--- src/rtl/gate_sweep_tester_pkg.sv ---
// Shared definitions for the gate sweep tester: FSM states and truth tables for common gates.
// Truth tables are indexed by {a,b}: bit0 = 00, bit1 = 01, bit2 = 10, bit3 = 11.
package gate_sweep_tester_pkg;

    typedef enum logic [1:0] {
        S_IDLE  = 2'd0,
        S_DRIVE = 2'd1,
        S_DONE  = 2'd2
    } state_t;

    localparam int CNT_W = 16;

    localparam logic [1:0] VEC_LAST = 2'd3;

    localparam logic [3:0] TT_AND  = 4'b1000;
    localparam logic [3:0] TT_OR   = 4'b1110;
    localparam logic [3:0] TT_NAND = 4'b0111;
    localparam logic [3:0] TT_NOR  = 4'b0001;
    localparam logic [3:0] TT_XOR  = 4'b0110;
    localparam logic [3:0] TT_XNOR = 4'b1001;

endpackage

--- src/rtl/gate_sweep_tester_if.sv ---
// Tester <-> gate-under-test / environment bundle: sweep control, gate pins and results.
// master = the tester, slave = the gate plus whoever starts sweeps and reads results.
interface gate_sweep_tester_if;
    import gate_sweep_tester_pkg::*;

    logic       start;
    logic       y;
    logic       a;
    logic       b;
    logic       busy;
    logic       done;
    logic       pass;
    logic [2:0] err_cnt;
    logic [3:0] fail_vec;

    modport master (
        input  start, y,
        output a, b, busy, done, pass, err_cnt, fail_vec
    );

    modport slave (
        output start, y,
        input  a, b, busy, done, pass, err_cnt, fail_vec
    );

endinterface

--- src/rtl/gate_sweep_tester_hold_timer.sv ---
// Hold-window counter: expire is high while count == HOLD_CYCLES-1; wraps to 0 there when enabled.
// No latency beyond the register; no backpressure, clr has priority over en.
module gate_hold_timer
    import gate_sweep_tester_pkg::*;
#(
    parameter int HOLD_CYCLES = 10
) (
    input  logic clk,
    input  logic rst_n,
    input  logic clr,
    input  logic en,
    output logic expire
);

    localparam logic [CNT_W-1:0] LAST = CNT_W'(HOLD_CYCLES - 1);

    logic [CNT_W-1:0] cnt;

    assign expire = (cnt == LAST);

    always_ff @(posedge clk or negedge rst_n) begin
        if (!rst_n) begin
            cnt <= '0;
        end else if (clr) begin
            cnt <= '0;
        end else if (en) begin
            cnt <= expire ? '0 : cnt + 16'd1;
        end
    end

endmodule

--- src/rtl/gate_sweep_tester.sv ---
// Drives a 2-input gate through 00/01/10/11 for HOLD_CYCLES each, checks y against TRUTH; done 4*HOLD_CYCLES edges after start.
// No backpressure: start is only honoured in IDLE/DONE and ignored while a sweep runs.
module gate_sweep_tester
    import gate_sweep_tester_pkg::*;
#(
    parameter int         HOLD_CYCLES = 10,
    parameter logic [3:0] TRUTH       = TT_XNOR
) (
    input  logic               clk,
    input  logic               rst_n,
    gate_sweep_tester_if.master io
);

    state_t     state;
    logic [1:0] vec;
    logic       expire;
    logic       tmr_en;
    logic       tmr_clr;
    logic       mismatch;
    logic [2:0] err_nxt;

    // Timer is held cleared outside DRIVE so every sweep starts its first window at 0.
    assign tmr_en   = (state == S_DRIVE);
    assign tmr_clr  = !tmr_en;
    assign mismatch = (io.y != TRUTH[vec]);
    assign err_nxt  = io.err_cnt + {2'b00, mismatch};

    gate_hold_timer #(
        .HOLD_CYCLES (HOLD_CYCLES)
    ) u_timer (
        .clk    (clk),
        .rst_n  (rst_n),
        .clr    (tmr_clr),
        .en     (tmr_en),
        .expire (expire)
    );

    always_ff @(posedge clk or negedge rst_n) begin
        if (!rst_n) begin
            state       <= S_IDLE;
            vec         <= 2'd0;
            io.a        <= 1'b0;
            io.b        <= 1'b0;
            io.busy     <= 1'b0;
            io.done     <= 1'b0;
            io.pass     <= 1'b0;
            io.err_cnt  <= 3'd0;
            io.fail_vec <= 4'd0;
        end else begin
            case (state)
                S_IDLE, S_DONE: begin
                    if (io.start) begin
                        state       <= S_DRIVE;
                        vec         <= 2'd0;
                        io.a        <= 1'b0;
                        io.b        <= 1'b0;
                        io.busy     <= 1'b1;
                        io.done     <= 1'b0;
                        io.pass     <= 1'b0;
                        io.err_cnt  <= 3'd0;
                        io.fail_vec <= 4'd0;
                    end
                end
                S_DRIVE: begin
                    if (expire) begin
                        if (mismatch) begin
                            io.fail_vec[vec] <= 1'b1;
                            io.err_cnt       <= err_nxt;
                        end
                        if (vec != VEC_LAST) begin
                            vec              <= vec + 2'd1;
                            {io.a, io.b}     <= vec + 2'd1;
                        end else begin
                            // err_nxt already folds in the last vector's compare.
                            state   <= S_DONE;
                            vec     <= 2'd0;
                            io.a    <= 1'b0;
                            io.b    <= 1'b0;
                            io.busy <= 1'b0;
                            io.done <= 1'b1;
                            io.pass <= (err_nxt == 3'd0);
                        end
                    end
                end
                default: state <= S_IDLE;
            endcase
        end
    end

endmodule

--- src/flat_wrapper.sv ---
// flat-port wrapper written by rule: the top's interface ports become plain ports
module gate_sweep_tester_flat import gate_sweep_tester_pkg::*;
#(
    parameter int         HOLD_CYCLES = 10,
    parameter logic [3:0] TRUTH       = TT_XNOR
)
  (clk, rst_n, io_start, io_y, io_a, io_b, io_busy, io_done, io_pass, io_err_cnt, io_fail_vec);
  gate_sweep_tester_if io_i ();
  input  logic clk;
  input  logic rst_n;
  input wire logic [$bits(io_i.start)-1:0] io_start;
  input wire logic [$bits(io_i.y)-1:0] io_y;
  output wire logic [$bits(io_i.a)-1:0] io_a;
  output wire logic [$bits(io_i.b)-1:0] io_b;
  output wire logic [$bits(io_i.busy)-1:0] io_busy;
  output wire logic [$bits(io_i.done)-1:0] io_done;
  output wire logic [$bits(io_i.pass)-1:0] io_pass;
  output wire logic [$bits(io_i.err_cnt)-1:0] io_err_cnt;
  output wire logic [$bits(io_i.fail_vec)-1:0] io_fail_vec;
  assign io_i.start = io_start;
  assign io_i.y = io_y;
  assign io_a = io_i.a;
  assign io_b = io_i.b;
  assign io_busy = io_i.busy;
  assign io_done = io_i.done;
  assign io_pass = io_i.pass;
  assign io_err_cnt = io_i.err_cnt;
  assign io_fail_vec = io_i.fail_vec;
  gate_sweep_tester #(.HOLD_CYCLES(HOLD_CYCLES), .TRUTH(TRUTH)) u_core (.clk(clk), .rst_n(rst_n), .io(io_i));
endmodule
--- config.mk ---
export PLATFORM = sky130hd
export DESIGN_NAME = gate_sweep_tester_flat
export DESIGN_NICKNAME = d
export VERILOG_FILES = /design/src/rtl/gate_sweep_tester_pkg.sv /design/src/rtl/gate_sweep_tester_if.sv /design/src/rtl/gate_sweep_tester_hold_timer.sv /design/src/rtl/gate_sweep_tester.sv /design/src/flat_wrapper.sv
export SDC_FILE = /design/constraint.sdc
export NUM_CORES = 1
export LEC_CHECK = 0
export ABC_CLOCK_PERIOD_IN_PS = 2050
export CAP_MARGIN = 20
export CORE_AREA = 8 8 63 65
export CTS_CLUSTER_DIAMETER = 30
export DETAILED_ROUTE_END_ITERATION = 6
export DIE_AREA = 0 0 71 73
export GPL_ROUTABILITY_DRIVEN = 0
export PLACE_DENSITY = 0.79
export RECOVER_POWER = 50
export SLEW_MARGIN = 20
export SYNTH_ARGS = -nofsm -noshare
export SYNTH_HDL_FRONTEND = slang
export SYNTH_SLANG_ARGS = --single-unit
--- constraint.sdc ---
create_clock -name clk -period 2.05 [get_ports clk]
set_input_delay 0.615 -clock clk [delete_from_list [all_inputs] [get_ports clk]]
set_output_delay 0.615 -clock clk [all_outputs]
set_load 0.02 [all_outputs]
---- After elaboration in Yosys (flattened, before gate mapping) ----
Index checks and enable logic that the tools add are counted.
cells by class
  reduce and logical (&&, ||, !) cells .... 9
  div/mod/pow operators ................... 0
  bitwise logic cells ..................... 1
  shifts and indexed selects .............. 0
  add/subtract/negate cells ............... 3
  $lt $le $gt $ge ......................... 2
  eq/ne operators ......................... 9
  multiply operators ...................... 0
  multiplexer cells ....................... 39
operator list
  cell                                                               number
  two-way mux 16 bit                                                 2
  adder 16 x 1 -> 16 bit, second input constant                      1
  == test 16 x 4 -> 1 bit, second input constant                     1
  two-way mux 1 bit                                                  14
  two-way mux 2 bit                                                  6
  two-way mux 4 bit                                                  3
  inequality test 2 bit, second input constant                       5
  case mux 1 bit (2 select lines)                                    5
  two-way mux 3 bit                                                  3
  case mux 2 bit (2 select lines)                                    2
  case mux 4 bit (2 select lines)                                    1
  AND reduction 4 bit                                                2
  case mux 3 bit (2 select lines)                                    1
  AND reduction 3 bit                                                2
  bitwise OR 4 bit                                                   1
  adder 3 x 1 -> 3 bit                                               1
  zero test 3 bit                                                    1
  < comparator 2 x 3 -> 1 bit, second input constant                 1
  adder 2 x 1 -> 2 bit, second input constant                        1
  binary-select mux 1 bit (select 2 bit)                             1
  demux 1 bit (select 2 bit)                                         1
  == test 2 x 1 -> 1 bit, second input constant                      1
  == test 2 bit, second input constant                               1
  greater-or-equal comparator 2 x 1 -> 1 bit, second input constant  1
  5 further kinds                                                    5
word-level totals
  memories ................................ 0
  ROM bits ................................ 0
  register bits after elaboration ......... 32
  bits in latches ......................... 0
  bits of input ports ..................... 4
  logic and storage cells ................. 73
  bits in writable memories ............... 0
  output and inout bits ................... 12

---- Logic depth before layout (Yosys ltp) ----
Gate-level depths: netlist of run 1.
  depth in word-level cells ............... 8
  gate-level depth with buffers ........... 8

---- Modules after synthesis ----
A second synthesis of run 1 with hierarchy kept.
unflattened totals
  cells, all modules ...................... 177
  area total of the unflattened synthesis .. 1722.9 um^2
by module, submodules not included
  module             seq. area each (um^2)  cells an instance  area each (um^2)  instances
  gate_hold_timer    400.4                  99                 962.2             1
  gate_sweep_tester  350.3                  78                 760.7             1

---- Worst setup path after synthesis of run 1 ----
No wires, ideal clock.
  kind .................................... flip-flop to flip-flop
  start point ............................. reg u_core.io.b (netlist name)
  end point ............................... reg u_core.io.err_cnt[2]
  setup time .............................. 80 ps
  arrival ................................. 1848 ps
  stages on the path, launching flop included .. 9
  slack ................................... 121 ps
  buffers on the path ..................... 0
  cells stage by stage .................... dfrtp_1 -> inv_1 -> ha_1 -> xnor2_1 -> ha_1 -> ha_1 -> inv_1 -> nor3_2 -> mux2i_1
RTL lines
  item                  RTL line                    RTL
  to (signal assigned)  gate_sweep_tester.sv:68     io.err_cnt <= err_nxt;
  to (decl)             gate_sweep_tester_if.sv:18  output a, b, busy, done, pass, err_cnt, fail_vec

---- Worst setup path in the final report of run 1 ----
  start point ............................. reg u_core.io.err_cnt[1]
  end point ............................... out io_err_cnt[1]
RTL lines
  item       RTL line            RTL
  to (decl)  flat_wrapper.sv:18  output wire logic [$bits(io_i.err_cnt)-1:0] io_err_cnt;
No word-level cell between the ends.

==> results of run 1 <==
power groups by stage:
stage / clock network (mW) / logic, mW / registers [mW]
after detailed placement: 0 / 0.722 / 0.840
after global routing: 0.405 / 0.850 / 0.845
final: 0.367 / 0.762 / 0.829
after CTS: 0.381 / 0.722 / 0.831
after floorplan: 0 / 0.438 / 0.862
after global placement: 0 / 0.694 / 0.828
cells by family (layout without fill, tap and decap cells):
group	Yosys count	count (layout)	synth area share (%)
and+or+nand+nor	65	65	25.6
DFF	30	30	47.9
xor gates and xnor gates	16	16	8.95
buffers and inverters	13	37	3.67
AOI/OAI and AO/OA	9	9	4.23
adders and majority gates	8	8	6.39
muxes	5	5	3.20
per-layer routing:
layer / wire length [microns] / vias up / global-route usage, % / part of all wire [%]
met5: 0 / - / 0 / 0
met4: 96 / 0 / 8.31 / 3.0
met3: 152 / 10 / 5.49 / 4.8
met2: 1570 / 23 / 22.7 / 50
met1: 1330 / 562 / 14.3 / 42
li1: - / 544 / - / -
through the flow:
step	hold slack [ps]	setup WS, ps	instances
6_report	518	54.3	203
5_1_grt	533	9.11	203
4_1_cts	517	16.3	202
3_5_place_dp	496	-107	194
3_3_place_gp	475	-1.67	194
2_1_floorplan	319	121	146
sequential cells by signal, summed over array words and instances (netlist names):
register,count
u_core.io.done,1
u_core.io.err_cnt,3
u_core.io.b,1
u_core.vec,1
u_core.io.pass,1
u_core.io.busy,1
u_core.io.fail_vec,4
u_core.u_timer.cnt,16
u_core.state,2
cells in the mapped netlist:
cell,instances,area share [%]
nand4_2,1,0.80
o2bb2ai_1,1,0.56
nor2_4,1,0.72
inv_1,10,2.4
and4_1,1,0.56
nand2b_1,2,0.80
nand4_1,3,1.2
nor4_2,2,1.6
o21a_1,1,0.48
dfrtp_1,30,48
buf_1,1,0.24
buf_6,1,0.72
nor4_1,5,2.0
nor2b_1,1,0.40
nor3b_2,1,0.80
nand4_4,2,2.7
mux2i_1,5,3.2
ha_1,8,6.4
nand3_1,6,1.9
nand2_1,13,3.1
xnor2_1,11,6.2
and2_1,1,0.40
nand2_2,1,0.40
nor4b_4,1,1.5
clkbuf_2,1,0.32
nor3_2,1,0.64
xor2_1,5,2.8
or3b_2,1,0.56
a22o_1,4,2.2
o21ai_0,3,0.96
nor3_1,3,0.96
nor2_1,19,4.6
layout make-up:
type	instances	area, sq um	share of cell area [%]
Tap cell	33	41.3	2.25
Sequential cell	30	751	40.9
Clock buffer	7	55.1	3.00
Timing Repair Buffer	19	178	9.68
Clock inverter	1	5.00	0.273
Multi-Input combinational cell	103	768	41.9
Inverter	10	37.5	2.04
path summary, 6_finish.rpt:
path	slack (ps)	to	cells after the start
setup / recovery	50	io_err_cnt[1]	1
hold reg to reg	520	u_core.io.done	1
max in group asynchronous	740	u_core.io.fail_vec[0]	2
hold / removal	520	u_core.io.done	1
setup reg to reg	110	u_core.io.err_cnt[2]	8
min in group asynchronous	850	u_core.state[0]	2
what timing repair did:
action	4_1_cts	5_1_grt
buffers inserted	0	1
hold buffers	0	0
pin swaps	0	0
gates cloned	0	0
resized for setup	2	5
endpoints found under the setup margin	2	2
==> flow_summary.json, run 1 <==
{
  "critPathKind": "register to primary output",
  "crit_slowest_cell": "clkdlybuf4s50_1",
  "fin_nets": 181,
  "cp_max_fo": 3,
  "yosys_warnings": 0,
  "grt_max_degree": 31,
  "hold_violations": 0,
  "slew_headroom_pct": 52.1,
  "chipWidth_microns": 71,
  "vias_per_cell": 5.61,
  "drc": 0,
  "hp-start": "u_core.io.done",
  "status": "finished, final reports clean",
  "combPwrFrac_pct": 38.9,
  "clock_skew_ps": 7.20,
  "sw_frac_of_total_pct": 38.5,
  "stdcell_area_sq_mm": 0.00184,
  "n_fill_cell": 255,
  "dieArea_sq_mm": 0.00518,
  "cts_made_buffers": 5,
  "clkPwrFrac_pct": 18.7,
  "final_common_cell": "dfrtp_1",
  "core_sq_mm": 0.00295,
  "p_sw_mw": 0.753,
  "p_total_mw": 1.96,
  "p_per_area_mw_per_mm2": 1070,
  "synth_seq_area_share_pct": 47.9,
  "syn_inst": 146,
  "grt_pass1_vias": 1142,
  "start_kind": "register",
  "final_util_pct": 62.2,
  "cp-end-kind": "primary output",
  "rsz0062_at_grt": "false",
  "dr.pass1.iters": 4,
  "setup_violations": 0,
  "grt_pass1_wl_microns": 5380,
  "power_frac_seq_pct": 42.3,
  "synth.avg_cell_area_sq_um": 10.7,
  "cpPeakStageDelay_ps": 630,
  "area_delta_synth_final_pct": 17.2,
  "clkSlewWorstSetupHoldPaths_ps": 100,
  "min_period_over_period_pct": 97.4,
  "syn_area_sq_mm": 0.00157,
  "timing.fmax_mhz": 501,
  "cp_top_family": "buffers and inverters",
  "start_util_pct": 53.1,
  "grt_usage_pct": 13.7,
  "path_buf_inv": 1,
  "postRouteAntennaNets": 0,
  "layout-drive-gt1-share_pct": 14.7,
  "io_buffers": 15,
  "r2r_start": "u_core.vec[1]",
  "p_int_mw": 1.20,
  "num_antenna_cells": 0,
  "root_buffer": "clkbuf_4",
  "detail_route.wl_per_cell_microns": 15.5,
  "antenna_found_initial": 0,
  "ir_drop_mv": 0.622,
  "grt-ovfl-total": 0,
  "finalMaxSlewViolations": 0,
  "hold_class": "register to register",
  "clk_latency_ps": 330,
  "max-clock-path-buffers": 2,
  "placed_area_sq_mm": 0.00176,
  "ctsHtreeMaxLevel": 2,
  "cp-startpoint": "u_core.io.err_cnt[1]",
  "routed_wl_microns": 3150,
  "power_leakage_nw": 0.829,
  "tightestPinTransition_ps": 718,
  "ys_ff_latch": 30,
  "cts.sinks": 30,
  "final_cell_mix": "dfrtp_1 (30), nor2_1 (19), nand2_1 (13), clkdlybuf4s50_1 (11)",
  "fin_crit_ps": 2000,
  "required_ps": 1430,
  "dp_hpwl_microns": 2170,
  "via_count": 1139,
  "rows": 20,
  "synth_cell_types": 32,
  "cp_data_arrival_time_ps": 1380,
  "drv_cap": 0,
  "drt_first_iter_violations": 50,
  "cts_tree": "done",
  "die_h_microns": 73,
  "synth_nets": 158,
  "ios": 16,
  "cp_cell_sequence": "clkdlybuf4s50_1",
  "finalSetupTns_ps": 0
}
Power figures use the tool's default switching activity.
==> inputs of run 2 (changes only) <==
--- a/config.mk
+++ b/config.mk
@@ -7,10 +7,10 @@
 export LEC_CHECK = 0
 export ABC_CLOCK_PERIOD_IN_PS = 2050
 export CAP_MARGIN = 20
-export CORE_AREA = 8 8 63 65
+export CORE_AREA = 5 5 60 62
 export CTS_CLUSTER_DIAMETER = 30
 export DETAILED_ROUTE_END_ITERATION = 6
-export DIE_AREA = 0 0 71 73
+export DIE_AREA = 0 0 65 67
 export GPL_ROUTABILITY_DRIVEN = 0
 export PLACE_DENSITY = 0.79
 export RECOVER_POWER = 50
==> run 2 against run 1 <==
  * Worst setup slack worse by 9.4 ps
  * Global-route usage up 2.6 points
  * Largest cell class unchanged
  * Register-to-register slack better by 40 ps
==> flow_summary.json, run 2 (same netlist as run 1, synthesis figures left out) <==
{
  "ctsHtreeMaxLevel": 2,
  "ios": 16,
  "start_kind": "register",
  "layout-drive-gt1-share_pct": 12.0,
  "slew_headroom_pct": 51.4,
  "final_common_cell": "dfrtp_1",
  "rows": 20,
  "dp.cells": 193,
  "finalMaxSlewViolations": 0,
  "multi_input_area_sq_um": 759,
  "grt_usage_pct": 16.3,
  "clock_skew_ps": 7.67,
  "cp-end-kind": "primary output",
  "drt_first_iter_violations": 65,
  "dr.pass1.iters": 4,
  "drc": 0,
  "tightestPinTransition_ps": 729,
  "die_h_microns": 67,
  "cp_data_arrival_time_ps": 1390,
  "n_fill_cell": 254,
  "hold_buffers": 0,
  "status": "finished, final reports clean",
  "final_util_pct": 60.6,
  "root_buffer": "clkbuf_4",
  "drv_cap": 0,
  "grt_pass1_wl_microns": 5350,
  "grt_max_degree": 31,
  "antenna_found_initial": 0,
  "cts.sinks": 30,
  "regArea_sq_um": 751,
  "num_antenna_cells": 0,
  "core_sq_mm": 0.00298,
  "crit_slowest_cell": "clkdlybuf4s50_1",
  "dieArea_sq_mm": 0.00436,
  "cp_top_family": "buffers and inverters",
  "final_cell_count_no_fill": 200,
  "path_buf_inv": 1,
  "cts_made_buffers": 5,
  "routed_wl_microns": 2830,
  "timing.fmax_mhz": 499,
  "via_count": 1101,
  "chipWidth_microns": 65,
  "fin_crit_ps": 2010,
  "setup_violations": 0,
  "grt_pass1_vias": 1216,
  "critPathKind": "register to primary output",
  "cp_max_fo": 4,
  "hold_class": "register to register",
  "required_ps": 1430,
  "max-clock-path-buffers": 2,
  "largest_reg_flops": 16,
  "cp_cell_sequence": "clkdlybuf4s50_1",
  "detail_route.wl_per_cell_microns": 14.1,
  "p_per_area_mw_per_mm2": 1040,
  "ir_drop_mv": 0.590,
  "clk_latency_ps": 330,
  "min_period_over_period_pct": 97.8,
  "io_buffers": 15,
  "start_util_pct": 52.6,
  "clkSlewWorstSetupHoldPaths_ps": 80,
  "dp_hpwl_microns": 2070,
  "postRouteAntennaNets": 0,
  "top_regs": "u_core.u_timer.cnt (16), u_core.io.fail_vec (4), u_core.io.err_cnt (3)",
  "vias_per_cell": 5.51,
  "cpPeakStageDelay_ps": 640,
  "p_total_mw": 1.88,
  "power_leakage_nw": 0.793,
  "final_cell_mix": "dfrtp_1 (30), nor2_1 (19), nand2_1 (13), clkdlybuf4s50_1 (13)",
  "grt-ovfl-total": 0,
  "fin_nets": 180,
  "cts_tree": "done",
  "area_delta_synth_final_pct": 15.2,
  "largest-register": "u_core.u_timer.cnt",
  "hold_violations": 0
}
## run 2: cell types whose count changed in the layout (fill, tap and decap cells not counted), sizes merged
cell,change
buf,-1
clkdlybuf4s50,+2
clkinv,-1
dlygate4sd2,-2
dlymetal6s2s,-1
## run 2: final timing paths
path,startpoint,end,slack (ps),cells after the start
worst max-delay path,u_core.io.err_cnt[2],io_err_cnt[2],40,1
worst min-delay path,u_core.io.done,u_core.io.done,500,1
worst max register to register,u_core.io.b,u_core.io.err_cnt[2],150,8
worst min register to register,u_core.io.done,u_core.io.done,500,1
max in group asynchronous,rst_n,u_core.io.err_cnt[0],720,2
min in group asynchronous,rst_n,u_core.u_timer.cnt[6],850,2
## run 2: per-layer routing
metal	global-route usage (%)	vias to the layer above	share of wire [%]	wire [microns]
met3	5.06	11	5.1	143
met5	0	-	0	0
met1	18.7	518	42	1180
li1	-	542	-	-
met2	26.4	30	50	1420
met4	10.3	0	3.2	91
## run 2: layout make-up
type | instances | area share, %
Clock buffer | 6 | 2.84
Inverter | 10 | 2.08
Multi-Input combinational cell | 103 | 42.1
Sequential cell | 30 | 41.6
Tap cell | 33 | 2.29
Timing Repair Buffer | 18 | 9.08
## run 2: report_power, final
part | leakage (nW) | total, mW | switching (mW) | internal [mW]
clock network | 0.0302 | 0.345 | 0.191 | 0.154
registers | 0.400 | 0.827 | 0.134 | 0.693
logic | 0.363 | 0.710 | 0.393 | 0.316
## run 2: metrics by stage
| step | hold slack, ps | setup slack, ps | TNS [ps] | instance area (sq um) |
|---|---|---|---|---|
| 5_1_grt | 544 | -3.27 | -5.59 | 1800 |
| 3_3_place_gp | 477 | -10.0 | -10.0 | 1750 |
| 3_5_place_dp | 491 | -67.5 | -67.5 | 1750 |
| 4_1_cts | 510 | 36.1 | 0 | 1800 |
| 6_report | 499 | 44.9 | 0 | 1800 |
| 2_1_floorplan | 319 | 121 | 0 | 1570 |
## run 2: worst reg2reg max path, stage by stage (launching register included)
cell and delay [ps]:
dfrtp_1 420, inv_1 100, ha_1 350, xnor2_2 190, ha_1 170, ha_1 170
inv_1 60, nor3_2 180, mux2i_1 190
## run 2: what timing repair did
| action | CTS | global route |
|---|---|---|
| buffers inserted | 0 | 1 |
| gates resized for setup | 0 | 2 |
| setup endpoints to repair | 0 | 3 |
==> inputs of run 3 (changes only) <==
--- a/config.mk
+++ b/config.mk
@@ -18,3 +18,4 @@
 export SYNTH_ARGS = -nofsm -noshare
 export SYNTH_HDL_FRONTEND = slang
 export SYNTH_SLANG_ARGS = --single-unit
+export TNS_END_PERCENT = 1
==> results of run 3 <==
Same layout as run 2: the final DEF is identical, and so are final timing and power.
